<file path="config.mk">
export PLATFORM = sky130hd
export DESIGN_NAME = mmu_tlb
export DESIGN_NICKNAME = d
export VERILOG_FILES = /design/src/rtl/mmu_pkg.sv /design/src/rtl/mmu_tlb_cam.sv /design/src/rtl/mmu_tlb.sv
export SDC_FILE = /design/constraint.sdc
export NUM_CORES = 1
export LEC_CHECK = 0
export CORE_MARGIN = 2
export CORE_UTILIZATION = 50
export DETAILED_ROUTE_END_ITERATION = 12
export PLACE_DENSITY = 0.69
export SKIP_LAST_GASP = 1
export SLEW_MARGIN = 5
export SYNTH_ARGS = -nofsm -noshare
export SYNTH_HDL_FRONTEND = slang
export SYNTH_SLANG_ARGS = --single-unit
</file>
<file path="constraint.sdc">
create_clock -name clk -period 7.9 [get_ports clk]
set_input_delay 2.37 -clock clk [delete_from_list [all_inputs] [get_ports clk]]
set_output_delay 2.37 -clock clk [all_outputs]
set_load 0.05 [all_outputs]
</file>
<file path="src/rtl/mmu_pkg.sv">
// Shared types for the TLB-based MMU: fault cause codes, per-entry
// flag bits and the permission-check helper used by the top level.
package mmu_pkg;

   localparam int MMU_CAUSE_W = 2;

   typedef enum logic [MMU_CAUSE_W-1:0] {
      MMU_CAUSE_NONE  = 2'd0,
      MMU_CAUSE_MISS  = 2'd1,
      MMU_CAUSE_WPROT = 2'd2
   } mmu_cause_e;

   // Width-independent part of a TLB entry. The vpn/ppn fields depend on
   // module parameters, so they are carried next to these flags in the CAM.
   typedef struct packed {
      logic valid;
      logic writable;
   } mmu_tlb_flags_t;

   // Outcome of a translated lookup: miss beats permission, stores to
   // read-only pages fault, everything else translates cleanly.
   function automatic mmu_cause_e mmu_check(input logic hit,
                                            input logic write,
                                            input logic writable);
      mmu_cause_e c;
      c = MMU_CAUSE_NONE;
      if (!hit)
         c = MMU_CAUSE_MISS;
      else if (write && !writable)
         c = MMU_CAUSE_WPROT;
      return c;
   endfunction

endpackage

</file>
<file path="src/rtl/mmu_tlb_cam.sv">
// Fully-associative TLB storage: combinational lookup plus fill, flush
// and round-robin replacement. Fills overwrite a matching valid entry in
// place so a vpn can never be resident twice.
module mmu_tlb_cam
   import mmu_pkg::*;
#(
   parameter int VPN_W   = 20,
   parameter int PPN_W   = 20,
   parameter int ENTRIES = 8,
   parameter int IDX_W   = $clog2(ENTRIES)
) (
   input  logic             clk,
   input  logic             rst,
   input  logic [VPN_W-1:0] i_lk_vpn,
   output logic             o_hit,
   output logic [IDX_W-1:0] o_hit_idx,
   output logic [PPN_W-1:0] o_ppn,
   output logic             o_writable,
   input  logic             i_fill_valid,
   input  logic [VPN_W-1:0] i_fill_vpn,
   input  logic [PPN_W-1:0] i_fill_ppn,
   input  logic             i_fill_writable,
   input  logic             i_flush
);

   mmu_tlb_flags_t r_flags [ENTRIES];
   logic [VPN_W-1:0] r_vpn [ENTRIES];
   logic [PPN_W-1:0] r_ppn [ENTRIES];
   logic [IDX_W-1:0] r_ptr;

   logic             w_fill_hit;
   logic [IDX_W-1:0] w_fill_hit_idx;
   logic             w_inv_any;
   logic [IDX_W-1:0] w_inv_idx;
   logic             w_use_ptr;
   logic [IDX_W-1:0] w_tgt;
   logic             w_do_fill;

   // Lookup: at most one entry can match, so a plain OR-style scan is safe.
   always_comb begin
      o_hit      = 1'b0;
      o_hit_idx  = '0;
      o_ppn      = '0;
      o_writable = 1'b0;
      for (int i = 0; i < ENTRIES; i++) begin
         if (r_flags[i].valid && (r_vpn[i] == i_lk_vpn)) begin
            o_hit      = 1'b1;
            o_hit_idx  = IDX_W'(i);
            o_ppn      = r_ppn[i];
            o_writable = r_flags[i].writable;
         end
      end
   end

   // Fill target: in-place match, else lowest invalid slot, else pointer.
   always_comb begin
      w_fill_hit     = 1'b0;
      w_fill_hit_idx = '0;
      w_inv_any      = 1'b0;
      w_inv_idx      = '0;
      for (int i = 0; i < ENTRIES; i++) begin
         if (r_flags[i].valid && (r_vpn[i] == i_fill_vpn)) begin
            w_fill_hit     = 1'b1;
            w_fill_hit_idx = IDX_W'(i);
         end
      end
      // Scan downward so the last assignment is the lowest free index.
      for (int i = ENTRIES - 1; i >= 0; i--) begin
         if (!r_flags[i].valid) begin
            w_inv_any = 1'b1;
            w_inv_idx = IDX_W'(i);
         end
      end
      w_use_ptr = !w_fill_hit && !w_inv_any;
      w_tgt     = w_fill_hit ? w_fill_hit_idx : (w_inv_any ? w_inv_idx : r_ptr);
      w_do_fill = i_fill_valid && !i_flush && !rst;
   end

   // Valid/permission bits and replacement pointer; flush beats fill.
   always_ff @(posedge clk) begin
      if (rst || i_flush) begin
         for (int i = 0; i < ENTRIES; i++)
            r_flags[i] <= '0;
         r_ptr <= '0;
      end else if (w_do_fill) begin
         r_flags[w_tgt].valid    <= 1'b1;
         r_flags[w_tgt].writable <= i_fill_writable;
         if (w_use_ptr)
            r_ptr <= r_ptr + 1'b1;
      end
   end

   // Page-number payload needs no reset; it is qualified by the valid bits.
   always_ff @(posedge clk) begin
      if (w_do_fill) begin
         r_vpn[w_tgt] <= i_fill_vpn;
         r_ppn[w_tgt] <= i_fill_ppn;
      end
   end

endmodule

</file>
<file path="src/rtl/mmu_tlb.sv">
// MMU top: TLB lookup, identity bypass for boot code, store-permission
// check and a single-entry registered response with valid/ready handshake.
module mmu_tlb
   import mmu_pkg::*;
#(
   parameter int VA_W      = 32,
   parameter int PA_W      = 32,
   parameter int PAGE_BITS = 12,
   parameter int ENTRIES   = 8
) (
   input  logic                      clk,
   input  logic                      rst,
   input  logic                      enable,
   input  logic                      req_valid,
   output logic                      req_ready,
   input  logic [VA_W-1:0]           req_va,
   input  logic                      req_write,
   output logic                      rsp_valid,
   input  logic                      rsp_ready,
   output logic [PA_W-1:0]           rsp_pa,
   output logic                      rsp_fault,
   output logic [MMU_CAUSE_W-1:0]    rsp_cause,
   input  logic                      fill_valid,
   input  logic [VA_W-PAGE_BITS-1:0] fill_vpn,
   input  logic [PA_W-PAGE_BITS-1:0] fill_ppn,
   input  logic                      fill_writable,
   input  logic                      flush
);

   localparam int VPN_W = VA_W - PAGE_BITS;
   localparam int PPN_W = PA_W - PAGE_BITS;
   localparam int IDX_W = $clog2(ENTRIES);

   logic             w_hit;
   logic [IDX_W-1:0] w_hit_idx;   // exposed by the CAM for debug probing
   logic [PPN_W-1:0] w_ppn;
   logic             w_writable;
   logic             w_accept;
   mmu_cause_e       w_cause;
   logic             w_fault;
   logic [PA_W-1:0]  w_pa;

   logic             r_valid;
   logic [PA_W-1:0]  r_pa;
   logic             r_fault;
   mmu_cause_e       r_cause;

   mmu_tlb_cam #(
      .VPN_W   (VPN_W),
      .PPN_W   (PPN_W),
      .ENTRIES (ENTRIES),
      .IDX_W   (IDX_W)
   ) u_cam (
      .clk             (clk),
      .rst             (rst),
      .i_lk_vpn        (req_va[VA_W-1:PAGE_BITS]),
      .o_hit           (w_hit),
      .o_hit_idx       (w_hit_idx),
      .o_ppn           (w_ppn),
      .o_writable      (w_writable),
      .i_fill_valid    (fill_valid),
      .i_fill_vpn      (fill_vpn),
      .i_fill_ppn      (fill_ppn),
      .i_fill_writable (fill_writable),
      .i_flush         (flush)
   );

   // Handshake plus translation result; bypass never faults.
   always_comb begin
      req_ready = !r_valid || rsp_ready;
      w_accept  = req_valid && req_ready;
      w_cause   = enable ? mmu_check(w_hit, req_write, w_writable) : MMU_CAUSE_NONE;
      w_fault   = (w_cause != MMU_CAUSE_NONE);
      if (!enable)
         w_pa = PA_W'(req_va);
      else if (w_fault)
         w_pa = '0;
      else
         w_pa = {w_ppn, req_va[PAGE_BITS-1:0]};
   end

   // Response register: loads on accept, drains on consume, holds under stall.
   always_ff @(posedge clk) begin
      if (rst) begin
         r_valid <= 1'b0;
         r_pa    <= '0;
         r_fault <= 1'b0;
         r_cause <= MMU_CAUSE_NONE;
      end else if (w_accept) begin
         r_valid <= 1'b1;
         r_pa    <= w_pa;
         r_fault <= w_fault;
         r_cause <= w_cause;
      end else if (rsp_ready) begin
         r_valid <= 1'b0;
      end
   end

   assign rsp_valid = r_valid;
   assign rsp_pa    = r_pa;
   assign rsp_fault = r_fault;
   assign rsp_cause = r_cause;

endmodule

</file>
### Word level (Yosys, flattened, before mapping)

Memory sizes are Yosys's and may differ from the RTL's.
Index checks and enable logic that the tools add are counted.

* output and inout bits: 37
* input port bits: 81
* bits in registers: 39
* memories kept: 3
* memory bits (writable): 336
* logic and storage cells: 131

Memories
* u_cam.r_ppn: words 8, bits a word 20, rd ports 8, clocked after memory_dff 0, write ports 1, RTL line mmu_tlb_cam.sv:28 `logic [PPN_W-1:0] r_ppn [ENTRIES];`
* u_cam.r_vpn: words 8, bits a word 20, rd ports 8, clocked after memory_dff 0, write ports 1, RTL line mmu_tlb_cam.sv:27 `logic [VPN_W-1:0] r_vpn [ENTRIES];`
* u_cam.r_flags: words 8, bits a word 2, rd ports 8, clocked after memory_dff 0, write ports 8, RTL line mmu_tlb_cam.sv:26 `mmu_tlb_flags_t r_flags [ENTRIES];`

* $add $sub $neg: 1
* multiplexer cells: 73
* equality and inequality tests: 16
* reductions and logical operators: 33

Operator list (number)
* == test 20 bit: 16
* 2-to-1 mux 20 bit: 8
* 2-to-1 mux 32 bit: 2
* 2-to-1 mux 3 bit: 15
* 2-to-1 mux 1 bit: 42
* logical AND 1 bit: 21
* 2-to-1 mux 2 bit: 6
* logical NOT 1 bit: 6
* nonzero test 2 bit: 2
* adder 3 x 1 -> 3 bit, second input constant: 1
* logical OR 1 bit: 2
* AND reduction 2 bit: 1
* OR reduction 2 bit: 1

### Longest topological paths before layout

An unclocked memory read counts as a cell.

* depth in word-level cells: 19
* depth in mapped cells: 12
* mapped depth without buffers: 8

### Hierarchy

From an unflattened synthesis, not the netlist that was laid out.

* cell total of the unflattened synthesis: 1451
* area, all modules: 18451.4 um2

Modules (own cells, without submodules)
* mmu_tlb_cam: cells an instance 1262, times used 1, area an instance 16542.1 um2
* mmu_tlb: cells an instance 189, times used 1, area an instance 1909.3 um2

### Least setup slack after synthesis

No wires, ideal clock.

* path type: input-to-reg
* start: input port fill_vpn[1]
* end: memory u_cam.r_ppn[0][0] (enable)
* required time: 7.463 ns
* library setup time: 0.437 ns
* arrival: 6.294 ns
* stages: 9
* setup slack: 1.169 ns
* cell sequence: clkbuf_1 xnor2_1 nand4_1 or4_1 or4_1 nand2_1 o211ai_1 a211o_1 nor2_1

* cells in the longest elaborated chain, start to end: 11
* elaborated cells on any way between the ends: 32

RTL lines
* start, declared: RTL line mmu_tlb.sv:24 `input logic [VA_W-PAGE_BITS-1:0] fill_vpn,`
* == test 20 bit: RTL line mmu_tlb_cam.sv:62 `if (r_flags[i].valid && (r_vpn[i] == i_fill_vpn)) begin`
* logical AND 1 bit: RTL line mmu_tlb_cam.sv:62
* 2-to-1 mux 1 bit (8 in a row): RTL line mmu_tlb_cam.sv:62
* 2-to-1 mux 3 bit *: RTL line mmu_tlb_cam.sv:75 `w_tgt = w_fill_hit ? w_fill_hit_idx : (w_inv_any ? w_inv_idx : r_ptr);`
* end, declared: RTL line mmu_tlb_cam.sv:28

Every way passes the cells marked *; elsewhere a longest branch is shown, timed or not.

### Worst setup path after layout

* start: input port fill_vpn[6]
* end: memory u_cam.r_ppn[1][2] (enable)

Same word-level chain as after synthesis.

==> qor.yml <==
detailed_routing:
  vias: 13220
  avgRoutedWirePerCell_um: 28.80
  firstDrtPassIters: 5
  wirelength_mm: 58.90
  drt_iter0_drc: 1592
  drc: 0
  viasPerCell: 6.465
  ant_nets: 0
clocking:
  cts-resized-gates: 0
  post_cts_buffers: 0
  cts.clk_slew.worst_paths_ns: 0.06
  cts_buffer_depth: 3
  tritoncts: "yes"
  cts_sinks: 375
  worstSkewPairLatency_ns: 0.55
  root_buffer: "clkbuf_16"
  htree_levels: 2
  hold_buffers: 0
  numCtsBuffers: 40
synthesis:
  synth_fa_ha_area_frac: 0.0006921
  synthSimpleGateAreaFrac: 0.1276
  netlist.area_leader.share: 0.5449
  synth_edf_count: 328
  synth.yosys.warnings: 0
  synthTopCellsByArea: "edfxtp_1 54%, xnor2_1 11%, dfxtp_1 5.2%"
  synth_top_area_cell: "edfxtp_1"
  synth_ff_type: "edfxtp_1"
  ys_types: 80
  synth_top_family_by_area: "XOR/XNOR gates"
  synth.net_count: 1497
  synth_xor_area_frac: 0.1560
  synth_area_mm2: 0.01808
  syn_inst: 1415
  synth-seq-cells: 375
  ys_seq_area_frac: 0.5969
  synthMuxAreaShare: 0.001661
  synth_compound_area_frac: 0.09025
  avgSynthCellArea_um2: 12.78
  async_reset_ff_frac: 0
cells_and_area:
  nNetsFinal: 1637
  final_core_util: 0.5955
  fin_cells: 2045
  fill_cells: 2854
  diodes: 0
  drive_gt1_frac: 0.1016
  multi_input_area_mm2: 0.006863
  regArea_mm2: 0.01079
  area_delta_synth_final_pct: 17.17
placed_design:
  io_buffers: 117
  dp_cells: 1974
  gp_congestion: 0.9941
  place_ws_ns: 1.082
  hpwl_mm: 40.80
sta:
  fin_skew_ns: 0.01511
  drv_slew: 0
  fmax_ghz: 0.1561
  setup_viol: 0
  fin_crit_sh: 0.8108
  max_slew_margin: 0.2220
  setup_tns_ns: 0
  rsz0062_at_grt: "false"
  worst_slack_ns: 1.494
  hold_viol: 0
  worst_slew_pin_slew_ns: 1.163
  min_period_ns: 6.406
critical_path:
  crit_chain: "clkdlybuf4s50_1, buf_4, xnor2_1, nand3_1, nor4_1, nand4b_1, a221oi_1, o211ai_1, a211o_1, nor2_4, buf_4"
  critPathMostFrequentCell: "buf_4"
  cp.required_ns: 8.14
  cp-end-kind: "register"
  cp.arrival_ns: 6.64
  slowest_stage: "clkdlybuf4s50_1"
  critPathLaunchType: "primary input"
  crit_fanout: 22
  crit_path_max_incr_delay_ns: 0.87
  crit_type: "primary input to register"
die:
  core_area_mm2: 0.03557
  die_x_um: 194.1
  start_util: 0.5082
  rows: 69
  die_area_mm2: 0.03769
  ios: 118
  fp.dieH_um: 194.1
run_status:
  outcome: "finished, final reports clean"
grt:
  grt_pass1_vias: 13030
  grt_pass1_wl_mm: 86.60
  grt_overflow: 0
  track_usage: 0.3111
  grt_max_degree: 42
  grt_antenna_before_repair: 0
power_and_ir_drop:
  fin_total_pwr_w: 0.004362
  p_leak_nw: 6.710
  ir_drop_v: 0.0001527
  powerDensity_mw_per_mm2: 205.9
hold_path:
  hold_path_class: "register to register"
run:
  cap_violations: 0
stage by stage:
stage | cell area, um^2 | hold WS, ns
6_report | 21180 | 0.4570
5_1_grt | 21180 | 0.4779
4_1_cts | 21180 | 0.4583
3_5_place_dp | 19940 | 0.4515
3_3_place_gp | 19940 | 0.4448
2_1_floorplan | 18080 | 0.4610
state kept, by name (all words and copies together) (netlist names):
name           cells
rsp_cause          2
rsp_fault          1
rsp_pa            32
rsp_valid          1
u_cam.r_flags     16
u_cam.r_ppn      160
u_cam.r_ptr        3
u_cam.r_vpn      160
metal layers:
layer,up-vias,track usage,part of all wire
met2,774,0.4774,0.45
li1,5685,-,-
met1,6624,0.4326,0.41
met5,-,0,0
met3,138,0.07706,0.10
met4,0,0.1086,0.037
critical path, delay by kind of cell:
| family | cells | cell delay [ns] |
|---|---|---|
| and+or+nand+nor | 4 | 1.35 |
| buffers and inverters | 3 | 1.52 |
| AOI/OAI and AO/OA | 3 | 1.18 |
| xor gates and xnor gates | 1 | 0.17 |
cell usage in the layout (no fill, tap or decap), drive strengths merged, types with 4 or more instances in the layout:
master / netlist / final
edfxtp: 328 / 328
xnor2: 219 / 219
clkdlybuf4s50: 0 / 117
xor2: 103 / 103
nand4: 88 / 88
nand2: 73 / 73
buf: 50 / 65
nor2: 49 / 49
clkbuf: 34 / 48
dfxtp: 47 / 47
a21oi: 42 / 42
nand3: 37 / 37
nor4: 34 / 34
nor3: 24 / 24
and3: 23 / 23
o21ai: 23 / 23
o22ai: 21 / 21
o221ai: 18 / 18
a311o: 18 / 18
clkinv: 1 / 18
a22oi: 17 / 17
a22o: 17 / 17
or4: 14 / 14
inv: 13 / 14
a32o: 12 / 12
and4: 10 / 10
nor4b: 8 / 8
nand4b: 7 / 7
or2: 6 / 6
or3b: 6 / 6
o2111ai: 5 / 5
nand3b: 5 / 5
o221a: 5 / 5
o31ai: 4 / 4
or3: 4 / 4
cell families (layout without fill, tap and decap cells):
group | after synthesis | count (layout)
buffers and inverters | 98 | 267
AND/OR/NAND/NOR | 401 | 401
flip-flops | 375 | 375
multiplexers | 3 | 3
XOR/XNOR | 322 | 322
adder cells (fa/ha/maj) | 1 | 1
AO/OA/AOI/OAI | 215 | 215
cell type report:
cell class              instances  area share
multi-input cells             942      0.3240
flip-flops and latches        375      0.5094
clock inverters                23    0.008447
inverters                      14    0.002481
well taps                     461     0.02723
repair buffers                182     0.07833
clock buffers                  48     0.05009
Yosys cell counts (4+ instances only):
library cell / n
a21oi_1: 42
a22o_1: 17
a22oi_1: 17
a311o_1: 18
a32o_1: 12
and3_1: 23
and4_1: 10
buf_2: 29
buf_4: 16
clkbuf_1: 34
dfxtp_1: 47
edfxtp_1: 328
inv_1: 13
nand2_1: 73
nand3_1: 37
nand3b_1: 5
nand4_1: 87
nand4b_1: 7
nor2_1: 47
nor3_1: 24
nor4_1: 33
nor4b_1: 8
o2111ai_1: 5
o21ai_0: 21
o221a_2: 4
o221ai_1: 18
o22ai_1: 20
or2_2: 5
or3b_2: 5
or4_1: 13
xnor2_1: 219
xor2_1: 103
final timing paths:
kind / startpoint / end / slack (ns) / cells after the start
setup reg to reg: u_cam.r_vpn[4][4]$_DFFE_PP_ / u_cam.r_ppn[1][2]$_DFFE_PP_ / 3.84 / 9
hold reg to reg: rsp_cause[0]$_SDFFE_PP0P_ / rsp_cause[0]$_SDFFE_PP0P_ / 0.46 / 2
setup / recovery: fill_vpn[6] / u_cam.r_ppn[1][2]$_DFFE_PP_ / 1.49 / 11
hold / removal: rsp_cause[0]$_SDFFE_PP0P_ / rsp_cause[0]$_SDFFE_PP0P_ / 0.46 / 2
where the power goes:
| part | leakage (nW) | switching (W) | total, W | internal [W] |
|---|---|---|---|---|
| Sequential | 3.35 | 0.0000109 | 0.00218 | 0.00217 |
| Combinational | 2.75 | 0.000241 | 0.000377 | 0.000136 |
| Clock | 0.607 | 0.000780 | 0.00180 | 0.00102 |
(Power assumes the default switching activity.)
